### config.mk
export PLATFORM = sky130hd
export DESIGN_NAME = sd4_mac_sched_flat
export DESIGN_NICKNAME = d
export VERILOG_FILES = /design/src/rtl/sd4_pkg.sv /design/src/rtl/sd4_mac_sched_if.sv /design/src/rtl/sd4_res_fifo.sv /design/src/rtl/sd4_mac_sched.sv /design/src/flat_wrapper.sv
export SDC_FILE = /design/constraint.sdc
export NUM_CORES = 1
export LEC_CHECK = 0
export CORE_ASPECT_RATIO = 0.75
export CORE_MARGIN = 5
export CORE_UTILIZATION = 47
export DETAILED_ROUTE_END_ITERATION = 7
export PLACE_DENSITY = 0.76
export RECOVER_POWER = 25
export REMOVE_ABC_BUFFERS = 1
export SYNTH_ARGS = -nofsm -noshare
export SYNTH_HDL_FRONTEND = slang
export SYNTH_SLANG_ARGS = --single-unit
### constraint.sdc
create_clock -name clk -period 3.9 [get_ports clk]
set_clock_uncertainty 0.15 [all_clocks]
set_input_delay 0.39 -clock clk [delete_from_list [all_inputs] [get_ports clk]]
set_output_delay 0.39 -clock clk [all_outputs]
set_load 0.02 [all_outputs]
### src/rtl/sd4_pkg.sv
// Shared widths, default MAC latency and scheduler FSM state type for the sd4_mac datapath.
package sd4_pkg;

  localparam int unsigned SD4_IMG_W   = 72;
  localparam int unsigned SD4_WGT_W   = 36;
  localparam int unsigned SD4_EXP_W   = 5;
  localparam int unsigned SD4_OUT_W   = 16;
  localparam int unsigned SD4_MAC_LAT = 4;

  typedef enum logic [1:0] {
    StIdle,
    StRun,
    StDrain,
    StDone
  } sd4_state_e;

endpackage

### src/rtl/sd4_mac_sched_if.sv
// Result stream of the scheduler: valid/ready handshake carrying a MAC result and its window index.
interface sd4_mac_sched_if #(
  parameter int unsigned ADDR_W = 10
);
  import sd4_pkg::*;

  logic                 res_valid;
  logic                 res_ready;
  logic [SD4_OUT_W-1:0] res_data;
  logic [ADDR_W-1:0]    res_idx;

  modport master (output res_valid, output res_data, output res_idx, input res_ready);
  modport slave  (input res_valid, input res_data, input res_idx, output res_ready);

endinterface

### src/rtl/sd4_res_fifo.sv
// Show-ahead synchronous result FIFO with occupancy count; pushes are never expected when full.
module sd4_res_fifo #(
  parameter int unsigned DEPTH = 8,
  parameter int unsigned WIDTH = 26,
  localparam int unsigned CNT_W = $clog2(DEPTH + 1),
  localparam int unsigned PTR_W = (DEPTH > 1) ? $clog2(DEPTH) : 1
) (
  input  logic             clk,
  input  logic             rst,
  input  logic             push,
  input  logic [WIDTH-1:0] push_data,
  input  logic             pop,
  output logic [WIDTH-1:0] pop_data,
  output logic             empty,
  output logic [CNT_W-1:0] count
);

  logic [WIDTH-1:0] mem_q [DEPTH];
  logic [PTR_W-1:0] wr_ptr_q, rd_ptr_q;
  logic [CNT_W-1:0] count_q;
  logic             full, do_push, do_pop;

  function automatic logic [PTR_W-1:0] ptr_inc(logic [PTR_W-1:0] p);
    return (p == PTR_W'(DEPTH - 1)) ? '0 : p + PTR_W'(1);
  endfunction

  assign empty    = (count_q == '0);
  assign full     = (count_q == CNT_W'(DEPTH));
  assign do_push  = push && !full;
  assign do_pop   = pop && !empty;
  assign count    = count_q;
  assign pop_data = mem_q[rd_ptr_q];

  always_ff @(posedge clk) begin
    if (do_push) mem_q[wr_ptr_q] <= push_data;
  end

  always_ff @(posedge clk or negedge rst) begin
    if (!rst) begin
      wr_ptr_q <= '0;
      rd_ptr_q <= '0;
      count_q  <= '0;
    end else begin
      if (do_push) wr_ptr_q <= ptr_inc(wr_ptr_q);
      if (do_pop)  rd_ptr_q <= ptr_inc(rd_ptr_q);
      case ({do_push, do_pop})
        2'b10:   count_q <= count_q + CNT_W'(1);
        2'b01:   count_q <= count_q - CNT_W'(1);
        default: ;
      endcase
    end
  end

  // Credit accounting upstream must make this impossible.
  overflow_a: assert property (@(posedge clk) disable iff (!rst) !(push && full));

endmodule

### src/rtl/sd4_mac_sched.sv
// Streams image windows into one sd4_mac, tags each issue through the MAC latency and
// buffers results in a credit-limited FIFO toward the output writer.
module sd4_mac_sched import sd4_pkg::*; #(
  parameter int unsigned MAC_LAT = SD4_MAC_LAT,
  parameter int unsigned ADDR_W  = 10,
  parameter int unsigned FDEPTH  = MAC_LAT + 4
) (
  input  logic                 clk,
  input  logic                 rst,
  input  logic                 start,
  input  logic [ADDR_W-1:0]    cfg_num_win,
  input  logic [SD4_WGT_W-1:0] cfg_weight,
  input  logic [SD4_EXP_W-1:0] cfg_exp_bias,
  output logic                 busy,
  output logic                 done,
  output logic                 img_rd_en,
  output logic [ADDR_W-1:0]    img_rd_addr,
  input  logic [SD4_IMG_W-1:0] img_rd_data,
  output logic [SD4_IMG_W-1:0] mac_image,
  output logic [SD4_WGT_W-1:0] mac_weight,
  output logic [SD4_EXP_W-1:0] mac_exp_bias,
  input  logic [SD4_OUT_W-1:0] mac_out,
  sd4_mac_sched_if.master      res
);

  localparam int unsigned CNT_W = $clog2(FDEPTH + 1);
  localparam int unsigned FW    = SD4_OUT_W + ADDR_W;

  sd4_state_e           state_q, state_d;
  logic [ADDR_W-1:0]    num_win_q, issue_cnt_q;
  logic [SD4_IMG_W-1:0] mac_image_q;
  logic [SD4_WGT_W-1:0] mac_weight_q;
  logic [SD4_EXP_W-1:0] mac_exp_bias_q;
  logic [MAC_LAT:0]     tag_vld_q;
  logic [ADDR_W-1:0]    tag_idx_q [MAC_LAT+1];
  logic [CNT_W-1:0]     inflight_q, fifo_count;
  logic [CNT_W:0]       credit_used;
  logic [FW-1:0]        fifo_rd;
  logic                 fifo_empty, issue, push, pop, accept;

  assign credit_used = {1'b0, inflight_q} + {1'b0, fifo_count};
  assign push        = tag_vld_q[MAC_LAT];
  assign pop         = res.res_valid && res.res_ready;
  assign accept      = (state_q == StIdle) && start;

  always_comb begin
    state_d = state_q;
    issue   = 1'b0;
    busy    = 1'b0;
    done    = 1'b0;
    unique case (state_q)
      StIdle: if (start) state_d = (cfg_num_win == '0) ? StDone : StRun;
      StRun: begin
        busy  = 1'b1;
        issue = credit_used < (CNT_W + 1)'(FDEPTH);
        if (issue && issue_cnt_q == num_win_q - ADDR_W'(1)) state_d = StDrain;
      end
      StDrain: begin
        busy = 1'b1;
        // Leave as soon as the final result is being handshaken, so done follows it directly.
        if (inflight_q == '0 && !push &&
            (fifo_count == '0 || (fifo_count == CNT_W'(1) && pop))) state_d = StDone;
      end
      StDone: begin
        done    = 1'b1;
        state_d = StIdle;
      end
      default: state_d = StIdle;
    endcase
  end

  always_ff @(posedge clk or negedge rst) begin
    if (!rst) begin
      state_q        <= StIdle;
      num_win_q      <= '0;
      issue_cnt_q    <= '0;
      mac_image_q    <= '0;
      mac_weight_q   <= '0;
      mac_exp_bias_q <= '0;
      tag_vld_q      <= '0;
      inflight_q     <= '0;
      for (int k = 0; k <= MAC_LAT; k++) tag_idx_q[k] <= '0;
    end else begin
      state_q <= state_d;
      if (accept) begin
        num_win_q      <= cfg_num_win;
        mac_weight_q   <= cfg_weight;
        mac_exp_bias_q <= cfg_exp_bias;
        issue_cnt_q    <= '0;
      end else if (issue) begin
        issue_cnt_q <= issue_cnt_q + ADDR_W'(1);
      end else if (state_q == StDone) begin
        issue_cnt_q <= '0;
      end
      // Read data is only meaningful the cycle after a tagged issue.
      if (tag_vld_q[0]) mac_image_q <= img_rd_data;
      tag_vld_q    <= {tag_vld_q[MAC_LAT-1:0], issue};
      tag_idx_q[0] <= issue_cnt_q;
      for (int k = 1; k <= MAC_LAT; k++) tag_idx_q[k] <= tag_idx_q[k-1];
      case ({issue, push})
        2'b10:   inflight_q <= inflight_q + CNT_W'(1);
        2'b01:   inflight_q <= inflight_q - CNT_W'(1);
        default: ;
      endcase
    end
  end

  sd4_res_fifo #(
    .DEPTH(FDEPTH),
    .WIDTH(FW)
  ) u_fifo (
    .clk      (clk),
    .rst      (rst),
    .push     (push),
    .push_data({mac_out, tag_idx_q[MAC_LAT]}),
    .pop      (pop),
    .pop_data (fifo_rd),
    .empty    (fifo_empty),
    .count    (fifo_count)
  );

  assign img_rd_en     = issue;
  assign img_rd_addr   = issue_cnt_q;
  assign mac_image     = mac_image_q;
  assign mac_weight    = mac_weight_q;
  assign mac_exp_bias  = mac_exp_bias_q;
  assign res.res_valid = !fifo_empty;
  assign res.res_data  = fifo_empty ? '0 : fifo_rd[FW-1 -: SD4_OUT_W];
  assign res.res_idx   = fifo_empty ? '0 : fifo_rd[ADDR_W-1:0];

endmodule

### src/flat_wrapper.sv
// flat-port wrapper written by rule: the top's interface ports become plain ports
module sd4_mac_sched_flat import sd4_pkg::*;
#(
  parameter int unsigned MAC_LAT = SD4_MAC_LAT,
  parameter int unsigned ADDR_W  = 10,
  parameter int unsigned FDEPTH  = MAC_LAT + 4
)
  (clk, rst, start, cfg_num_win, cfg_weight, cfg_exp_bias, busy, done, img_rd_en, img_rd_addr, img_rd_data, mac_image, mac_weight, mac_exp_bias, mac_out, res_res_valid, res_res_data, res_res_idx, res_res_ready);
  sd4_mac_sched_if #(.ADDR_W(ADDR_W)) res_i ();
  input  logic clk;
  input  logic rst;
  input  logic start;
  input  logic [ADDR_W-1:0] cfg_num_win;
  input  logic [SD4_WGT_W-1:0] cfg_weight;
  input  logic [SD4_EXP_W-1:0] cfg_exp_bias;
  output logic busy;
  output logic done;
  output logic img_rd_en;
  output logic [ADDR_W-1:0] img_rd_addr;
  input  logic [SD4_IMG_W-1:0] img_rd_data;
  output logic [SD4_IMG_W-1:0] mac_image;
  output logic [SD4_WGT_W-1:0] mac_weight;
  output logic [SD4_EXP_W-1:0] mac_exp_bias;
  input  logic [SD4_OUT_W-1:0] mac_out;
  output wire logic [$bits(res_i.res_valid)-1:0] res_res_valid;
  output wire logic [$bits(res_i.res_data)-1:0] res_res_data;
  output wire logic [$bits(res_i.res_idx)-1:0] res_res_idx;
  input wire logic [$bits(res_i.res_ready)-1:0] res_res_ready;
  assign res_res_valid = res_i.res_valid;
  assign res_res_data = res_i.res_data;
  assign res_res_idx = res_i.res_idx;
  assign res_i.res_ready = res_res_ready;
  sd4_mac_sched #(.MAC_LAT(MAC_LAT), .ADDR_W(ADDR_W), .FDEPTH(FDEPTH)) u_core (.clk(clk), .rst(rst), .start(start), .cfg_num_win(cfg_num_win), .cfg_weight(cfg_weight), .cfg_exp_bias(cfg_exp_bias), .busy(busy), .done(done), .img_rd_en(img_rd_en), .img_rd_addr(img_rd_addr), .img_rd_data(img_rd_data), .mac_image(mac_image), .mac_weight(mac_weight), .mac_exp_bias(mac_exp_bias), .mac_out(mac_out), .res(res_i));
endmodule
# [Word-level counts from Yosys, hierarchy flattened]
# Memory sizes are Yosys's and may differ from the RTL's.
# Index checks and enable logic that the tools add are counted.
[word_totals] n_memories=1 ram_bits=208 elab_cells=82 reg_bits=204 out_inout_bits=153 input_bits=143
[mem_list] name="u_core.u_fifo.mem_q" depth=8 word_bits=26 read_ports=1 rd_ports_with_merged_regs=0 wr=1 line="sd4_res_fifo.sv:18" source="logic [WIDTH-1:0] mem_q [DEPTH];"
[classes] mux=19 n_reduce_logical=21 eq_ne=15 n_lt_le_gt_ge=1 add_sub_neg=9
[ops] op="$mux 10" count=4
[ops] op="$mux 16" count=1
[ops] op="$pmux 4 s2" count=2
[ops] op="$add 10x1->10 const B" count=1
[ops] op="$eq 10x10->1" count=1
[ops] op="$logic_not 10->1" count=1
[ops] op="$sub 10x1->10 const B" count=1
[ops] op="$add 4x1->4 const B" count=2
[ops] op="$eq 2x2->1 const B" count=4
[ops] op="$logic_and 1x1->1" count=8
[ops] op="$logic_not 4->1" count=2
[ops] op="$mux 2" count=4
[ops] op="$pmux 2 s4" count=1
[ops] op="$sub 4x1->4 const B" count=2
[ops] op="$add 3x1->3 const B" count=2
[ops] op="$eq 2x1->1 const B" count=3
[ops] op="$eq 3x3->1 const B" count=2
[ops] op="$mux 3" count=2
[ops] op="$add 4x4->5" count=1
[ops] op="$lt 5x4->1 const B" count=1
[ops] op="$mux 1" count=5
[ops] op="$eq 4x1->1 const B" count=1
[ops] op="$eq 4x4->1 const B" count=1
[ops] op="$ne 2x1->1 const B" count=2
[ops] op="8 further kinds" count=11

# [Depth between registers and ports, before layout]
[depth] ltp_word=8 mapped_depth=13 depth_no_buf=12

# [By module]
# Synthesis repeated with hierarchy kept, for this count alone.
[unflattened] hier_cells=878 hier_area_um2=16161.8
[by_module_without_submodules] mod="sd4_res_fifo" area_each_um2=8720.9 cells_per_inst=370 n_inst=1 seq_area_each_um2=6496.2
[by_module_without_submodules] mod="sd4_mac_sched" area_each_um2=7440.9 cells_per_inst=508 n_inst=1 seq_area_each_um2=4854.7

# [Worst setup path before layout]
# Ideal clock, no wire load.
[synth_path] kind="reg2reg" from="reg u_core.u_fifo.count_q[0] (netlist: u_core.u_fifo.count[0])" to="mem u_core.u_fifo.mem_q[0][0], enable pin" path_buffers=0 setup_ns=0.475 t_arrival_ns=3.514 stages_incl_launch_ff=6 required_ns=3.275 period_less_slack_ns=4.139 setup_slack_ns=-0.239 path_cell_list="dfrtp_1 inv_1 ha_1 nand3b_1 nand2_1 nor4_1"
[synth_via] elab_chain_len=5
[synth_lines] element="from (decl)" line="sd4_res_fifo.sv:20" source="logic [CNT_W-1:0] count_q;"
[synth_lines] element="from (signal assigned)" line="sd4_res_fifo.sv:47" source="2'b10: count_q <= count_q + CNT_W'(1);"
[synth_lines] element="from (signal assigned)" line="sd4_res_fifo.sv:48" source="2'b01: count_q <= count_q - CNT_W'(1);"
[synth_lines] element="$eq 4x4->1" line="sd4_res_fifo.sv:28" source="assign full = (count_q == CNT_W'(DEPTH));"
[synth_lines] element="$logic_not 1->1" line="sd4_res_fifo.sv:29" source="assign do_push = push && !full;"
[synth_lines] element="$logic_and 1x1->1" line="sd4_res_fifo.sv:29"
[synth_lines] element="$mux 1" line="sd4_res_fifo.sv:35" source="if (do_push) mem_q[wr_ptr_q] <= push_data;"
[synth_lines] element="$mux 1 (implied by the code)" line="sd4_res_fifo.sv:35"
[synth_lines] element="to (decl)" line="sd4_res_fifo.sv:18"
# Every way passes these cells.

# [Worst setup path after layout]
[layout_path] from="reg u_core.u_fifo.rd_ptr_q[0]" to="out res_res_data[14]"
[layout_via] elab_chain_len=2
[layout_lines] element="from (decl)" line="sd4_res_fifo.sv:19" source="logic [PTR_W-1:0] wr_ptr_q, rd_ptr_q;"
[layout_lines] element="from (signal assigned)" line="sd4_res_fifo.sv:45" source="if (do_pop) rd_ptr_q <= ptr_inc(rd_ptr_q);"
[layout_lines] element="$mem_v2 8x26"
[layout_lines] element="$mux 16" line="sd4_mac_sched.sv:128" source="assign res.res_data = fifo_empty ? '0 : fifo_rd[FW-1 -: SD4_OUT_W];"
[layout_lines] element="to (decl)" line="flat_wrapper.sv:26" source="output wire logic [$bits(res_i.res_data)-1:0] res_res_data;"
# Every way passes these cells.

==> impl_metrics.ini <==
[sta]
drv_slew = 0
fmax_mhz = 281.4
tightest_slew_ps = 1012
finalSetupViolCount = 0
rsz0062_at_grt = false
finalWorstSetupSlack_ps = 346.2
hold_viol = 0
finalCritPeriodShare_pct = 91.12
maxSlewHeadroom_pct = 32.55
fin_crit_ps = 3554

[pwr]
pwr-share-clk_pct = 24.1
intPower_mw = 11.07
powerDensity_nw_per_um2 = 789.8
leakagePower_nw = 8.044
power_frac_seq_pct = 38.3
power_mw = 16.42
sw_frac_of_total_pct = 32.58
p_comb_share_pct = 37.6
irDropWorstVdd_uv = 631.8
p_switching_mw = 5.348

[synth]
synth_edf_count = 208
synthCells = 868
yosysTopAreaCellShare_pct = 39.53
ys.flop_type = edfxtp_1
synthTopCellsByArea = edfxtp_1 (40%), dfrtp_1 (32%), mux2_2 (9.1%)
synth-seq-area-share_pct = 71.85
syn_area_um2 = 15800
yosysTopAreaCell = edfxtp_1
synth_warnings = 0
netlist-cell-type-count = 54
synth_area_per_cell_um2 = 18.20
ys_ff_latch = 412
synthArstFlopShare_pct = 49.51

[critical_path]
cp_slowest_cell = dfrtp_4
slowest_delay_ps = 840
worst_ep_arrival_time_ps = 3010
path_class = reg -> out
cp-end-kind = output pin
crit_required_ps = 3360
start_kind = flop
r2r-start = u_core.u_fifo.count[3]
worstPathCellList = buf_4 > mux4_2 > mux2i_1 > nor2_1 > clkdlybuf4s50_1
cp_max_fo = 33
cp-startpoint = u_core.u_fifo.rd_ptr_q[0]
r2r_cells = 12

[global_route]
antenna_found_initial = 1
grt_max_degree = 79
grt_remaining_overflow = 0
grt_pass1_vias = 9621
grt_pass1_wl_um = 55100
grt_use_total_pct = 18.78

[clocking]
cts_max_level = 2
cts_inserted_buffers = 41
tritoncts = built
cts.sinks = 412
clk_latency_ps = 550
clk_path_buf_depth = 3
ctsResizeCount = 0
path_clk_slew_ps = 60
ctsRootBufferMaster = clkbuf_16

[final_layout]
fillers = 2442
final_nets = 1359
final_common_cell = clkdlybuf4s50_1
most-common-layout-cells = clkdlybuf4s50_1 (278), edfxtp_1 (208), dfrtp_1 (201)
final_cells = 1678
multi_input_area_um2 = 4295
seqCellArea_um2 = 11360
drive_gt1_share_pct = 23.49
synthToLayoutAreaGrowth_pct = 31.56
final_core_util_pct = 62.26

[drt]
ant_nets = 0
wl_per_cell_um = 20.90
vias = 8716
drt_wl_total_um = 35070
first_pass_iters = 4
routed_via_density = 5.194
drcViolationCount = 0
drt_iter0_drc = 714

[placement]
dpl.cell_count = 1600
gp_congestion = 0.7877
hpwl_um = 22990
io_buffer_count = 295
preCtsSetupSlack_ps = 807.0

[run_status]
outcome = finished, final reports clean

[worst_hold_path]
hp-start = u_core.tag_vld_q[1]
min_path_cells = 0
hp-class = reg -> reg

[run]
maxCapViolations = 0

[floorplanning]
rows = 58
die-area_um2 = 37420
die_y_um = 168.8
start_util_pct = 47.33
core_area_um2 = 33380
io_pins = 296
fp.dieW_um = 221.7
-- synthesized netlist by cell type (2+ instances only) --
library cell,count
edfxtp_1,208
dfrtp_1,204
mux2_2,127
mux4_2,52
nor2_1,42
mux2i_1,29
clkbuf_1,21
ha_1,21
o21ai_0,18
nand2_1,16
inv_1,15
nor3_1,11
xnor2_1,11
nand3_1,10
xor2_1,9
buf_2,7
and3_1,6
a21oi_1,5
buf_1,5
nor4_1,5
nor2b_1,4
a21o_1,3
nand4b_1,3
a31oi_1,2
nand2b_1,2
nor3b_2,2
o21ai_1,2
or3_1,2
-- registers in the layout, indices dropped and copies added, names as in the netlist --
name and flops:
u_core.mac_weight 36, u_core.mac_image 72, u_core.u_fifo.rd_ptr_q 3, u_core.u_fifo.mem_q 208, u_core.tag_vld_q 5, u_core.mac_exp_bias 5
u_core.img_rd_addr 10, u_core.u_fifo.wr_ptr_q 3, u_core.num_win_q 10, u_core.u_fifo.count 4, u_core.inflight_q 4, u_core.tag_idx_q 50
u_core.state_q 2
-- cell families (layout without fill, tap and decap cells) --
family                     count (synthesis)  in the layout  share of synthesized area [%]
AOI/OAI and AO/OA                         44             44                          1.877
xor gates and xnor gates                  21             21                          1.212
adders and majority gates                 22             22                          1.790
buffers and inverters                     49            407                          1.267
DFF                                      412            412                          71.85
muxes                                    208            208                          18.30
other                                      0              2                              0
and+or+nand+nor                          112            112                          3.706
-- layer usage --
metal	share of wire, %	vias to the layer above	wire (um)	GRT usage, %
met4	2.7	0	961	5.974
met5	0	-	0	0
li1	-	3952	-	-
met2	48	294	16860	30.11
met3	8.6	61	3033	6.675
met1	41	4409	14220	24.37
-- metrics by stage --
stage / hold WS, ps / area [um^2] / setup TNS (ps)
2_1_floorplan: -55.59 / 15660 / -6217
3_3_place_gp: 181.2 / 19410 / 0
3_5_place_dp: 184.7 / 19410 / 0
4_1_cts: 185.6 / 20780 / 0
5_1_grt: 200.3 / 20780 / 0
6_report: 183.5 / 20780 / 0
-- power groups by stage --
| stage | combinational [mW] | sequential [mW] | clock, mW |
|---|---|---|---|
| 6_report | 6.17 | 6.28 | 3.96 |
| 3_5_place_dp | 6.24 | 6.37 | 0 |
| 3_3_place_gp | 6.15 | 6.31 | 0 |
| 2_1_floorplan | 2.68 | 7.10 | 0 |
| 5_1_grt | 6.61 | 6.43 | 4.25 |
| 4_1_cts | 6.27 | 6.30 | 4.07 |
-- worst max-delay path: cells and delay by family (launching register included) --
family / cells / cell delay [ps]
buf+inv: 2 / 880
flops: 1 / 840
mux: 2 / 680
simple gates: 1 / 50
-- path summary, 6_finish.rpt --
kind / slack, ps / end
worst max-delay path: 350 / res_res_data[14]
worst min-delay path: 180 / u_core.tag_vld_q[2]
worst max register to register: 820 / u_core.inflight_q[3]
worst min register to register: 180 / u_core.tag_vld_q[2]
max in group asynchronous: 2430 / u_core.mac_image[49]
min in group asynchronous: 320 / u_core.mac_image[37]
-- layout make-up --
type | instances | area share [%]
Sequential cell | 412 | 54.64
Antenna cell | 2 | 0.02408
Tap cell | 450 | 2.709
Timing Repair Buffer | 317 | 15.15
Multi-Input combinational cell | 407 | 20.67
Clock inverter | 19 | 1.186
Inverter | 15 | 0.2709
Clock buffer | 56 | 5.352
-- timing repair --
item                                   4_1_cts  5_1_grt
hold buffers                                 1        0
buffers inserted                             0        0
endpoints found under the hold margin       75        0
(Power assumes the default switching activity.)
